File: config.mk
export PLATFORM = sky130hd
export DESIGN_NAME = calc_key_sequencer
export DESIGN_NICKNAME = d
export VERILOG_FILES = /design/src/rtl/calc_pkg.sv /design/src/rtl/key_debounce.sv /design/src/rtl/calc_key_sequencer.sv
export SDC_FILE = /design/constraint.sdc
export NUM_CORES = 1
export LEC_CHECK = 0
export BUFFER_PORTS_ARGS = -buffer_cell sky130_fd_sc_hd__buf_4
export CAP_MARGIN = 15
export CORE_MARGIN = 2
export CORE_UTILIZATION = 50
export DETAILED_ROUTE_END_ITERATION = 8
export HOLD_SLACK_MARGIN = 0.15
export PLACE_DENSITY = 0.81
export SKIP_CTS_REPAIR_TIMING = 1
export SLEW_MARGIN = 20
export SYNTH_ARGS = -nofsm -noshare
export SYNTH_HDL_FRONTEND = slang
export SYNTH_SLANG_ARGS = --single-unit
export TNS_END_PERCENT = 1
File: constraint.sdc
create_clock -name clock -period 2.7 [get_ports clock]
set_clock_uncertainty 0.2 [all_clocks]
set_input_delay 0.135 -clock clock [delete_from_list [all_inputs] [get_ports clock]]
set_output_delay 0.135 -clock clock [all_outputs]
set_load 0.02 [all_outputs]
File: src/rtl/calc_pkg.sv
// Shared key codes, opcodes and sequencer state encoding for the calculator
// key path.
package calc_pkg;

   localparam logic [3:0] KEY_ADD = 4'hA;
   localparam logic [3:0] KEY_SUB = 4'hB;
   localparam logic [3:0] KEY_MUL = 4'hC;
   localparam logic [3:0] KEY_DIV = 4'hD;
   localparam logic [3:0] KEY_EQ  = 4'hE;
   localparam logic [3:0] KEY_CLR = 4'hF;

   localparam logic [1:0] OP_ADD = 2'b00;
   localparam logic [1:0] OP_SUB = 2'b01;
   localparam logic [1:0] OP_MUL = 2'b10;
   localparam logic [1:0] OP_DIV = 2'b11;

   typedef enum logic [1:0] {
      ENTER_A = 2'd0,
      OP_WAIT = 2'd1,
      ENTER_B = 2'd2,
      ISSUE   = 2'd3
   } seq_state_t;

   function automatic logic is_operator(input logic [3:0] code);
      return (code >= KEY_ADD) && (code <= KEY_DIV);
   endfunction

   function automatic logic [1:0] key_to_opcode(input logic [3:0] code);
      logic [1:0] op;
      case (code)
         KEY_SUB: op = OP_SUB;
         KEY_MUL: op = OP_MUL;
         KEY_DIV: op = OP_DIV;
         default: op = OP_ADD;
      endcase
      return op;
   endfunction

endpackage

File: src/rtl/key_debounce.sv
// Turns the scanner's level-valid key stream into one event per physical press;
// press and release must each hold STABLE_CYCLES samples to be recognised.
module key_debounce #(
   parameter int STABLE_CYCLES = 4
) (
   input  logic       clock,
   input  logic       reset,
   input  logic [3:0] key,
   input  logic       keytype,
   input  logic       valid_iteration,
   output logic       event_pulse,
   output logic [3:0] event_key,
   output logic       event_keytype
);

   localparam logic [7:0] STABLE = 8'(STABLE_CYCLES);

   logic [3:0] key_q;
   logic       type_q;
   logic       valid_q;
   logic [3:0] track_key;
   logic       track_type;
   logic [7:0] count;
   logic       armed;

   // NOTE: state registers use non-blocking assignments only, so every flop
   // samples the pre-edge value of every other flop regardless of order.
   always_ff @(posedge clock or posedge reset) begin
      if (reset) begin
         key_q      <= 4'd0;
         type_q     <= 1'b0;
         valid_q    <= 1'b0;
         track_key  <= 4'd0;
         track_type <= 1'b0;
         count      <= 8'd0;
         armed      <= 1'b1;
      end else begin
         key_q   <= key;
         type_q  <= keytype;
         valid_q <= valid_iteration;
         if (armed) begin
            if (count == STABLE) begin
               armed <= 1'b0;
               count <= 8'd0;
            end else if (!valid_q) begin
               count <= 8'd0;
            end else if ((count != 8'd0) && (key_q == track_key) && (type_q == track_type)) begin
               count <= count + 8'd1;
            end else begin
               // First sample of a new (or changed) key starts a fresh run.
               count      <= 8'd1;
               track_key  <= key_q;
               track_type <= type_q;
            end
         end else begin
            if (valid_q) begin
               count <= 8'd0;
            end else if (count + 8'd1 == STABLE) begin
               armed <= 1'b1;
               count <= 8'd0;
            end else begin
               count <= count + 8'd1;
            end
         end
      end
   end

   assign event_pulse   = armed && (count == STABLE);
   assign event_key     = track_key;
   assign event_keytype = track_type;

endmodule

File: src/rtl/calc_key_sequencer.sv
// Assembles debounced key events into "A op B" and hands the expression to the
// arithmetic unit. Define CALC_CLEAR_ENTRY_EN to make F in ENTER_B clear only B.
module calc_key_sequencer
   import calc_pkg::*;
#(
   parameter int DIGITS        = 4,
   parameter int STABLE_CYCLES = 4
) (
   input  logic                clock,
   input  logic                reset,
   input  logic [3:0]          key,
   input  logic                keytype,
   input  logic                valid_iteration,
   input  logic                out_ready,
   output logic                out_valid,
   output logic [4*DIGITS-1:0] operand_a,
   output logic [4*DIGITS-1:0] operand_b,
   output logic [1:0]          opcode,
   output logic [4*DIGITS-1:0] display_bcd,
   output logic                entry_overflow
);

   localparam int W  = 4 * DIGITS;
   localparam int CW = $clog2(DIGITS + 1);
   localparam logic [CW-1:0] FULL = CW'(DIGITS);

   logic       ev;
   logic [3:0] ev_key;
   logic       ev_keytype;

   key_debounce #(
      .STABLE_CYCLES(STABLE_CYCLES)
   ) u_debounce (
      .clock          (clock),
      .reset          (reset),
      .key            (key),
      .keytype        (keytype),
      .valid_iteration(valid_iteration),
      .event_pulse    (ev),
      .event_key      (ev_key),
      .event_keytype  (ev_keytype)
   );

   seq_state_t    state, state_n;
   logic [W-1:0]  op_a_n, op_b_n;
   logic [1:0]    opcode_n;
   logic [CW-1:0] cnt_a, cnt_a_n, cnt_b, cnt_b_n;
   logic          out_valid_n;
   logic          ovf_n;
   logic          full_clear;

   logic is_digit, is_oper, is_eq, is_clr;
   logic [W-1:0] digit_w;

   assign is_digit = ev && ev_keytype && (ev_key <= 4'd9);
   assign is_oper  = ev && !ev_keytype && is_operator(ev_key);
   assign is_eq    = ev && !ev_keytype && (ev_key == KEY_EQ);
   assign is_clr   = ev && !ev_keytype && (ev_key == KEY_CLR);
   assign digit_w  = {{(W-4){1'b0}}, ev_key};

   // NOTE: every signal written here gets a default first, so no path through
   // the case leaves one unassigned and no latch is inferred.
   always_comb begin
      state_n     = state;
      op_a_n      = operand_a;
      op_b_n      = operand_b;
      opcode_n    = opcode;
      cnt_a_n     = cnt_a;
      cnt_b_n     = cnt_b;
      out_valid_n = out_valid;
      ovf_n       = 1'b0;
      full_clear  = 1'b0;

      case (state)
         ENTER_A: begin
            if (is_digit) begin
               if (cnt_a < FULL) begin
                  op_a_n  = (operand_a << 4) | digit_w;
                  cnt_a_n = cnt_a + CW'(1);
               end else begin
                  ovf_n = 1'b1;
               end
            end else if (is_oper) begin
               opcode_n = key_to_opcode(ev_key);
               state_n  = OP_WAIT;
            end else if (is_clr) begin
               full_clear = 1'b1;
            end
         end
         OP_WAIT: begin
            if (is_digit) begin
               op_b_n  = digit_w;
               cnt_b_n = CW'(1);
               state_n = ENTER_B;
            end else if (is_oper) begin
               opcode_n = key_to_opcode(ev_key);
            end else if (is_clr) begin
               full_clear = 1'b1;
            end
         end
         ENTER_B: begin
            if (is_digit) begin
               if (cnt_b < FULL) begin
                  op_b_n  = (operand_b << 4) | digit_w;
                  cnt_b_n = cnt_b + CW'(1);
               end else begin
                  ovf_n = 1'b1;
               end
            end else if (is_eq) begin
               out_valid_n = 1'b1;
               state_n     = ISSUE;
            end else if (is_clr) begin
`ifdef CALC_CLEAR_ENTRY_EN
               op_b_n  = '0;
               cnt_b_n = '0;
               state_n = OP_WAIT;
`else
               full_clear = 1'b1;
`endif
            end
         end
         ISSUE: begin
            // Expression stays frozen and key events are dropped until taken.
            if (out_valid && out_ready) begin
               out_valid_n = 1'b0;
               full_clear  = 1'b1;
            end
         end
         default: state_n = ENTER_A;
      endcase

      if (full_clear) begin
         op_a_n   = '0;
         op_b_n   = '0;
         opcode_n = OP_ADD;
         cnt_a_n  = '0;
         cnt_b_n  = '0;
         state_n  = ENTER_A;
      end
   end

   always_ff @(posedge clock or posedge reset) begin
      if (reset) begin
         state          <= ENTER_A;
         operand_a      <= '0;
         operand_b      <= '0;
         opcode         <= OP_ADD;
         cnt_a          <= '0;
         cnt_b          <= '0;
         out_valid      <= 1'b0;
         entry_overflow <= 1'b0;
      end else begin
         state          <= state_n;
         operand_a      <= op_a_n;
         operand_b      <= op_b_n;
         opcode         <= opcode_n;
         cnt_a          <= cnt_a_n;
         cnt_b          <= cnt_b_n;
         out_valid      <= out_valid_n;
         entry_overflow <= ovf_n;
      end
   end

   assign display_bcd = ((state == ENTER_A) || (state == OP_WAIT)) ? operand_a : operand_b;

endmodule

After elaboration in Yosys (flattened, before gate mapping)
Index checks and enable logic that the tools add are counted.
Widths: inputs -> output; s select.

operators by class
  eq/ne operators = 23
  divide/modulo/power cells = 0
  reductions and logical operators = 30
  $mul = 0
  bitwise operators = 4
  $lt $le $gt $ge = 5
  add/sub/neg operators = 3
  muxes and demuxes = 57
  shifts and indexed selects = 0

operators with widths
  kind                 number
  $mux 16              9
  $mux 8               6
  $or 16x4->16         2
  $pmux 16 s2          1
  $mux 3               8
  $ne 3x3->1 const B   7
  $eq 4x4->1 const B   5
  $mux 2               10
  $mux 1               17
  $eq 8x3->1 const B   2
  $pmux 2 s3           2
  $reduce_and 4->1     3
  $reduce_bool 2->1    6
  $logic_and 1x1->1    11
  $add 8x1->8 const B  1
  $le 4x4->1 const B   2
  $ne 2x2->1 const B   4
  $reduce_bool 8->1    1
  $add 3x1->3 const B  2
  $lt 3x3->1 const B   2
  $pmux 3 s2           1
  $reduce_and 3->1     2
  $reduce_and 6->1     1
  $eq 2x2->1 const B   2
  other kinds (13)     15

word-level totals
  logic and storage cells = 137
  bits in registers = 64
  RAM bits = 0
  bits in read-only memories = 0
  memories kept = 0
  output and inout port bits = 52
  latch bits = 0
  bits of input ports = 9

Longest topological paths before layout
Gate-level depths: netlist (run 1).

  depth in word-level cells = 10
  gate-level depth with buffers = 10
  mapped depth without buffers = 7

Modules after synthesis
Synthesis (run 1) repeated with hierarchy kept, for this count alone.

second synthesis, totals
  cell total of the unflattened synthesis = 289
  area total of the unflattened synthesis = 3,109.2 um2

modules (own cells, without submodules)
  module              cells an instance  seq. area each (um2)  area each (um2)  instances
  calc_key_sequencer  206                1,101.1               2,158.3          1
  key_debounce        83                 501.7                 950.9            1

Least setup slack after synthesis (run 1)
OpenSTA, ideal clock, no wires.

  path kind = register to register
  start point = register u_debounce.count[0]
  end point = register operand_a[6]
  slack = -0.031 ns
  buffers on the path = 3
  clock period less this slack = 2.731 ns
  arrival time = 2.402 ns
  stages on the path, launching flop included = 11
  data required time = 2.371 ns
  library setup time = 0.129 ns
  cells stage by stage = dfrtp_1 > inv_1 > ha_1 > or3b_4 > or4_4 > buf_6 > nor3b_2 > buf_6 > buf_12 > mux2i_1 > nor2_2

between the ends
  word-level cells in the longest chain between the ends = 10
  elaborated cells on any way between the ends = 19
  classes of those cells = eq/ne: 1; mux: 7; reduce/logical: 11

RTL lines
  element                             RTL line                                                                       text
  start, declared                     key_debounce.sv:23                                                             logic [7:0] count;
  start signal, assigned              key_debounce.sv:48                                                             count <= count + 8'd1;
  start signal, assigned              key_debounce.sv:62                                                             count <= count + 8'd1;
  $eq 8x3->1 (*)                      key_debounce.sv:68                                                             assign event_pulse = armed && (count == STABLE);
  $logic_and 1x1->1 (*)               key_debounce.sv:68
  $logic_and 1x1->1                   calc_key_sequencer.sv:56, calc_key_sequencer.sv:57, calc_key_sequencer.sv:58
  $logic_and 1x1->1                   calc_key_sequencer.sv:58                                                       assign is_clr = ev && !ev_keytype && (ev_key == KEY_CLR);
  $mux 1                              calc_key_sequencer.sv:86, calc_key_sequencer.sv:97, calc_key_sequencer.sv:112
  $mux 1, on equally long branches    calc_key_sequencer.sv:109, calc_key_sequencer.sv:95
  $mux 1, on equally long branches    calc_key_sequencer.sv:102, calc_key_sequencer.sv:91
  $pmux 1 s3                          calc_key_sequencer.sv:74                                                       case (state)
  $reduce_bool 2->1 (no source line)  n/a
  $reduce_and 3->1 (no source line)   n/a
  end signal, assigned                calc_key_sequencer.sv:154                                                      operand_a <= op_a_n;
  end, declared                       calc_key_sequencer.sv:16                                                       output logic [4*DIGITS-1:0] operand_a,

Mark *: on every way between the ends. The rest lies on a longest branch, timed or not.
A chain may end at the register's enable or synchronous reset.

Worst setup path after layout (run 1)
  start point = register u_debounce.count[0]
  end point = register operand_a[0]

Same word-level chain as after synthesis.

==> results of run 1 <==
synth_stat cells, types with 6 or more instances:
library cell / count
sky130_fd_sc_hd__ha_1: 9
sky130_fd_sc_hd__clkbuf_1: 7
sky130_fd_sc_hd__nand2_1: 18
sky130_fd_sc_hd__mux2i_1: 18
sky130_fd_sc_hd__xor2_1: 9
sky130_fd_sc_hd__nor2_2: 9
sky130_fd_sc_hd__inv_1: 7
sky130_fd_sc_hd__nand3_1: 10
sky130_fd_sc_hd__mux2_2: 21
sky130_fd_sc_hd__dfrtp_1: 63
sky130_fd_sc_hd__a21oi_1: 17
sky130_fd_sc_hd__buf_2: 6
sky130_fd_sc_hd__a22oi_1: 10
sky130_fd_sc_hd__nor2_1: 37
kinds of logic after synthesis:
family	after synthesis	synth area share
and+or+nand+nor	96	0.152
muxes	39	0.131
AOI/OAI and AO/OA	50	0.105
adders and majority gates	9	0.0353
DFF	64	0.502
xor gates and xnor gates	13	0.0357
buffers and inverters	23	0.0392
cell type report:
cell class,instances,share of cell area
inverters,7,0.00644
flip-flops and latches,64,0.393
multi-input cells,207,0.364
clock buffers,9,0.0304
well taps,77,0.0236
repair buffers,83,0.164
clock inverters,7,0.0178
critical path, stage by stage (launching register included):
cell and delay (ns):
sky130_fd_sc_hd__dfrtp_1 0.39, sky130_fd_sc_hd__inv_2 0.07, sky130_fd_sc_hd__ha_1 0.13, sky130_fd_sc_hd__or3b_4 0.40, sky130_fd_sc_hd__or4_4 0.61, sky130_fd_sc_hd__nor3b_4 0.24
sky130_fd_sc_hd__buf_12 0.21, sky130_fd_sc_hd__mux2i_1 0.25, sky130_fd_sc_hd__nor2_2 0.04
routing by layer:
metal | up-vias | global-route usage | wire (um)
met1 | 1241 | 0.280 | 3160
li1 | 1190 | - | -
met2 | 68 | 0.343 | 3730
met3 | 15 | 0.0346 | 274
met5 | - | 0 | 0
met4 | 0 | 0.111 | 177
worst max path at each step:
| stage | start | end | depth (start not counted) |
|---|---|---|---|
| global placement | u_debounce.count[0] | operand_a[0] | 8 |
| global route | u_debounce.count[0] | operand_a[0] | 8 |
| finish | u_debounce.count[0] | operand_a[0] | 8 |
| detailed placement | u_debounce.count[0] | operand_b[13] | 8 |
| floorplan | u_debounce.count[0] | operand_a[6] | 10 |
| CTS | u_debounce.count[0] | operand_b[7] | 7 |
state kept, by name, summed over array words and instances (netlist names):
signal and flops:
operand_a 16, operand_b 16, u_debounce.count 8, u_debounce.event_key 4, u_debounce.key_q 4, cnt_a 3, cnt_b 3, opcode 2
state 2, entry_overflow 1, out_valid 1, u_debounce.armed 1, u_debounce.event_keytype 1, u_debounce.type_q 1, u_debounce.valid_q 1
per-stage QoR:
| step | cells | setup TNS, ns | hold WS [ns] | cell area [sq um] | power (mW) |
|---|---|---|---|---|---|
| after floorplan | 294 | 0 | -0.0336 | 3190 | 1.62 |
| after global placement | 429 | 0 | -0.162 | 3790 | 1.81 |
| after detailed placement | 429 | 0 | -0.157 | 3790 | 1.83 |
| after CTS | 445 | 0 | -0.525 | 3980 | 2.63 |
| after global routing | 454 | -0.400 | 0.235 | 4080 | 2.76 |
| final | 454 | 0 | 0.241 | 4080 | 2.64 |
power by group through the flow:
stage / Clock [mW] / Sequential (mW) / Combinational [mW]
2_1_floorplan: 0 / 1.16 / 0.462
3_3_place_gp: 0 / 1.18 / 0.631
3_5_place_dp: 0 / 1.19 / 0.643
4_1_cts: 0.813 / 1.17 / 0.646
5_1_grt: 0.859 / 1.18 / 0.726
6_report: 0.801 / 1.17 / 0.669
==> summary by stage, run 1 <==
Run status
The flow ran to the end, and the final reports show no timing, DRC or antenna violations.

Power
The analysis attributes to net switching a power of 840 uW. The logic gate share of total power is 0.253. The leakage power is about 2 nW. The cell internal power dissipation is between 1.5 and 2 mW. The worst IR drop on VDD is 0.527 mV. The sequential group share of total power is 0.443. The share of total power dissipated in the clock network is 0.304. The cell area power density is between 600 and 700 nW/um^2.

Of the total power, the share spent switching nets is 0.318.

Worst hold path
The number of stages on the worst hold path is 2. The startpoint of the most critical hold path is key[2]. The tightest min-delay check is of the in -> reg type. The worst hold path terminates at u_debounce.key_q[2].

Critical path
The reg-to-reg setup timing slack is 0.03 ns. The worst reg2reg path startpoint is u_debounce.count[0]. Data on the critical path is required at its endpoint by roughly 2.7 ns. The capturing element type of the critical path is a register. For the worst flop-to-flop path, the logic depth is 8. The critical path class is reg -> reg. The kind of start point of the critical path is a register. The largest fanout on the critical path is 19. The data arrival time of the critical path is approximately 2.7 ns. The reg-to-reg endpoint is operand_a[0].

Timing
The transition time at the pin with the least slew margin is between 0.7 and 0.8 ns. Setup slack on the critical path of the routed design comes to roughly 0.028 ns. The number of hold violations in the final report is 0. The count of endpoints failing setup in the final report is 0. Setup repair after global routing could not meet its margin everywhere. The time the final worst path needs with I/O delays and setup is between 2 and 3 ns. The number of slew-limit violations in the final report is 0.

The share of the clock period used by the worst path is 0.990. The relative slew slack is 0.519. Based on the critical path, the design can be clocked at up to about 0.37 GHz.

Yosys
Ranked by total cell area, the synthesized netlist is headed by sky130_fd_sc_hd__dfrtp_1, sky130_fd_sc_hd__mux2_2, sky130_fd_sc_hd__mux2i_1, sky130_fd_sc_hd__nor2_1, sky130_fd_sc_hd__ha_1. For this run, the number of Yosys warnings is 0. In this run the mean area of a mapped cell was approximately 11 sq um. The synthesized netlist cell count is 294.

The area share of the largest cell type after synthesis is 0.494. The synthesized flop and latch total is 64. For this run, asynchronously set or reset flops after synthesis account for 1.00. The synthesized design contains 0 enable-type register cells. Summing every instance area after synthesis gives approximately 3200 sq um.

The number of nets in the synthesized netlist is roughly 310. The largest total area in the synthesized netlist belongs to sky130_fd_sc_hd__dfrtp_1. In this run, distinct cell masters in the synthesized netlist total 49.

The share of the Yosys chip area taken by registers is 0.502. The most used flip-flop cell after synthesis is sky130_fd_sc_hd__dfrtp_1.

Global routing
The maximum number of pins on one net before global-route repair is 58. The first global-routing pass estimated 11.9 mm of wire. The aggregate global-route resource usage is 0.214. The number of global-route vias before repair is between 2,000 and 2,500. The initial antenna violation count was 0. The leftover overflow at the end of global routing is 0.

Clocking
The TritonCTS clock tree is yes. For the worst-skew pair, the clock arrives at the later sink with an insertion delay of 0.34 ns. The number of clock sinks is 64. The maximum count of clock buffers along a single path is 2.

Counting the buffers created by CTS gives 9. The H-tree depth is 3. The root buffer cell is sky130_fd_sc_hd__clkbuf_8. After clock tree synthesis, the clock-pin slew on the worst setup and hold paths is 0.07 ns.

Routing
Before antenna repair, the detailed router went through 4 iterations. After detailed routing, the average wire length per cell comes to 16.2 um. After the first detailed-routing iteration, the DRC count stood at roughly 170. For this run, design rule violations remaining after detail routing come to 0.

Dividing the detail-routed via count by the number of cells gives ~5.5. The via count is between 2,000 and 3,000. The antenna violation net count after detailed routing is 0. Wires add up to between 7 and 8 mm.

Floorplan
After floorplanning, the core was sized to cover between 6000 and 7000 sq um. The horizontal die dimension is approximately 84 um. Row generation in the floorplan step produced 29 rows. The die area is a little over 7000 sq um. The I/O pin total is 61. The initial utilization of the core area, before any placement, comes to 0.508. In this run the vertical extent of the chip is 83.9 um.

Placement
Buffers placed on the I/O ports in this run total 60. Summed over all nets, the half-perimeter wirelength after detailed placement is 5.12 mm. Timing analysis after detailed placement gives a worst setup slack of around 0.038 ns.

The congestion estimate from routability-driven global placement came to slightly above 0.8.

Final layout
The final cell utilization of the core is 0.650. The filler cell count is approximately 470. The area growth from synthesis to layout is 27.8%. The library cells used most frequently in the layout, excluding fill and tap cells, are sky130_fd_sc_hd__buf_4, sky130_fd_sc_hd__dfrtp_1, sky130_fd_sc_hd__nor2_1. The number of nets in the final layout is around 400.

The most common library cell in the layout ignoring fill and taps is sky130_fd_sc_hd__buf_4. The proportion of layout cells with a drive suffix above 1 is 0.358. The flip-flop and latch area is 1600 sq um. The multi-input combinational cells in the finished layout cover a total of between 1000 and 1500 sq um. The final antenna diode count is 0.

Flow run
Max-cap violations in this run came to 0.
Note: power is estimated with default switching activity, not from simulation.
==> run 2: changes to the inputs <==
--- a/config.mk
+++ b/config.mk
@@ -7,6 +7,7 @@
 export LEC_CHECK = 0
 export BUFFER_PORTS_ARGS = -buffer_cell sky130_fd_sc_hd__buf_4
 export CAP_MARGIN = 15
+export CORE_ASPECT_RATIO = 1.5
 export CORE_MARGIN = 2
 export CORE_UTILIZATION = 50
 export DETAILED_ROUTE_END_ITERATION = 8
==> summary by stage, run 2 (synthesized netlist as in run 1, its figures left out) <==
Run status
The run finished, with violations left. The final reports fail on setup timing.

Critical path
The critical path data required time is 2.71 ns (about the same). The largest fanout on the critical path came to 19 (unchanged). The worst reg2reg path startpoint is u_debounce.count[0]. In this run the critical register-to-register path is captured at operand_a[5].

The data arrival time of the critical path came to 2.72 ns (+0.03 ns). The largest individual stage delay along the critical path comes from the cell sky130_fd_sc_hd__or4_4. The worst setup path is of the reg -> reg kind. The cell family contributing the most delay on the critical path is simple AND/OR/NAND/NOR gates. The signal on the critical path passes through inv_2 > ha_1 > or3b_4 > or4_4 > nor3b_4 > buf_12 > mux2i_1 > nor2_2.

The worst setup path is launched from a register. The worst setup path is captured at a register. The worst reg-to-reg path cell count is 8 (unchanged). The worst path buffer plus inverter count is 2 (unchanged). The delay of the slowest cell on the worst path is 0.62 ns (about the same). The reg-to-reg setup timing slack came to -0.01 ns (-0.04 ns).

Placement
The number of placed instances, taps included is 427 (-0.47%). The count of input and output buffers is 60 (unchanged). The routability-driven placement congestion ratio was 0.825 (+1.5%).

The placed wire-length estimate is 5.31 mm (+3.8%). The cell area after placement is 3800 sq um (+0.43%).

Floorplan
The number of rows in the core area is 35 (+21%). The I/O pin total came to 61 (unchanged). The die area was 7050 sq um (+0.19%).

The starting density of the core was 0.517 (+0.00845). The die extent in y came to 102 um (+21%). The horizontal die dimension was 69.2 um (-17%). The area of the core region is 6170 sq um (-1.6%).

Clocking
The number of buffers inserted during clock tree synthesis is 9 (unchanged). The clock latency at the later pin of the worst-skew pair is 0.35 ns (about the same). The H-tree depth came to 3 (unchanged). TritonCTS built the clock tree.

The clock transition at the registers of the reported paths is 0.08 ns (about the same). The root buffer cell is sky130_fd_sc_hd__clkbuf_8. The number of clock sinks is 64 (unchanged). The maximum count of clock buffers along a single path came to 2 (unchanged).

Power
The sequential group share of total power is 0.451 (+0.008). The switching power of the nets came to 847 uW (+0.79%). The cell internal power dissipation is 1.75 mW (-2.4%).

The total power draw is 2.60 mW (-1.4%). The leakage power is 1.95 nW (about the same). The power share of the clock group is 0.289 (-0.015). The cell area power density was 640 nW/um^2 (-1.1%).

The net switching share of the total power is 0.326 (+0.00710). The worst IR drop on VDD is 0.468 mV (-11%). The logic gate share of total power is 0.260 (+0.007).

Final layout
The most common library cell in the layout ignoring fill and taps is sky130_fd_sc_hd__buf_4. The proportion of layout cells with a drive suffix above 1 is 0.355 (-0.00265). Leaving out fill and tap cells, the most frequent cells in the layout are sky130_fd_sc_hd__buf_4, sky130_fd_sc_hd__dfrtp_1, sky130_fd_sc_hd__nor2_1. The number of nets in the final layout is 390 (unchanged).

The largest registers in the layout are operand_a (16), operand_b (16), u_debounce.count (8). The post-route standard cell area excluding fillers is 4070 sq um (-0.28%). The final non-filler cell total came to 451 (-0.66%). The relative area change from synthesis to final layout is 27.4%. The final antenna diode count came to 0 (unchanged).

Routing
The first-pass detailed-route iteration total is 4 (unchanged). The number of violations reported at the end of detailed-routing iteration 0 is 125 (-27%). The final wirelength is 7.73 mm (+5.2%).

The number of remaining DRC errors is 0 (unchanged). The antenna violation net count after detailed routing was 0 (unchanged). The routed wirelength normalized by instance count is 17.1 um (+5.9%). The via density per instance is 5.62 (+1.4%). The via count is 2,533 (+0.76%).

Timing
The worst hold margin is 0.237 ns (-0.00453 ns). The share of the clock period used by the worst path is 1.00 (+0.0143). The number of slew-limit violations in the final report came to 0 (unchanged). Setup repair after global routing could not meet its margin everywhere.

The count of endpoints failing setup in the final report came to 4 (+4). The time the final worst path needs with I/O delays and setup came to 2.71 ns (+0.0386 ns). The relative slew slack is 0.470 (-0.0481). The number of hold violations in the final report is 0 (unchanged).

The transition time at the pin with the least slew margin is 0.794 ns (+0.0721 ns). The setup slack after layout is -0.0109 ns (-0.0386 ns). The maximum clock frequency is 0.369 GHz (-1.4%).

Global routing
The aggregate global-route resource usage came to 0.228 (+0.0143). The maximum number of pins on one net before global-route repair came to 65 (+12%). The number of global-route vias before repair is 2,569 (+5.7%). The global-route wire length before repair is 12.5 mm (+5.1%).

The initial antenna violation count was 0 (unchanged). The leftover overflow at the end of global routing was 0 (unchanged).

Flow run
The total of max-cap violations is 0 (unchanged).

Worst hold path
For hold timing, the worst endpoint is u_debounce.valid_q. The number of stages on the worst hold path came to 2 (unchanged). The path class of the tightest hold or removal check is in -> reg. The worst hold path begins at valid_iteration.
[run 2: metrics by stage]
stage | setup TNS, ns | utilization | worst slack, ns
floorplan | 0 | - | 0.00565
global placement | 0 | 0.616 | 0.0989
detailed placement | -0.00117 | 0.616 | -0.00117
CTS | -0.150 | 0.645 | -0.0422
global route | -2.84 | 0.659 | -0.124
finish | -0.0236 | 0.659 | -0.0109
[run 2: how the worst max path moves through the flow]
stage                        start       endpoint  cells past startpoint  slack [ns]
2_1_floorplan  u_debounce.count[0]   operand_a[6]                     10       0.006
3_3_place_gp   u_debounce.count[1]   operand_a[1]                      8         0.1
3_5_place_dp   u_debounce.count[0]  operand_b[13]                      8      -0.001
4_1_cts        u_debounce.count[0]  operand_b[13]                      8       -0.04
5_1_grt        u_debounce.count[0]   operand_a[5]                      8       -0.12
6_report       u_debounce.count[0]   operand_a[5]                      8       -0.01
[run 2: power groups by stage]
| stage | registers [mW] | clock network, mW | logic (mW) |
|---|---|---|---|
| 6_report | 1.17 | 0.751 | 0.676 |
| 5_1_grt | 1.19 | 0.801 | 0.735 |
| 4_1_cts | 1.17 | 0.761 | 0.662 |
| 3_5_place_dp | 1.19 | 0 | 0.659 |
| 3_3_place_gp | 1.18 | 0 | 0.634 |
| 2_1_floorplan | 1.16 | 0 | 0.462 |
[run 2: worst register-to-register path, delay by kind of cell, from the launching register on]
family	cells	cell delay (ns)
multiplexers	1	0.24
adder cells (fa/ha/maj)	1	0.14
AND/OR/NAND/NOR	4	1.31
buffers and inverters	2	0.28
flip-flops	1	0.40
[run 2: metal layers]
metal	routed length, um	share of wire	up-vias	track usage
met3	358	0.046	10	0.0592
met4	122	0.016	0	0.118
li1	-	-	1177	-
met5	0	0	-	0
met1	3020	0.39	1276	0.252
met2	4230	0.55	70	0.405
[run 2: area by class of cell]
| type | count | area, sq um |
|---|---|---|
| multi-input combinational | 207 | 1490 |
| clock buffer | 13 | 159 |
| timing repair buffer | 83 | 681 |
| inverter | 7 | 26.3 |
| clock inverter | 3 | 17.5 |
| fill | 451 | 2110 |
| sequential | 64 | 1600 |
| tap | 74 | 92.6 |
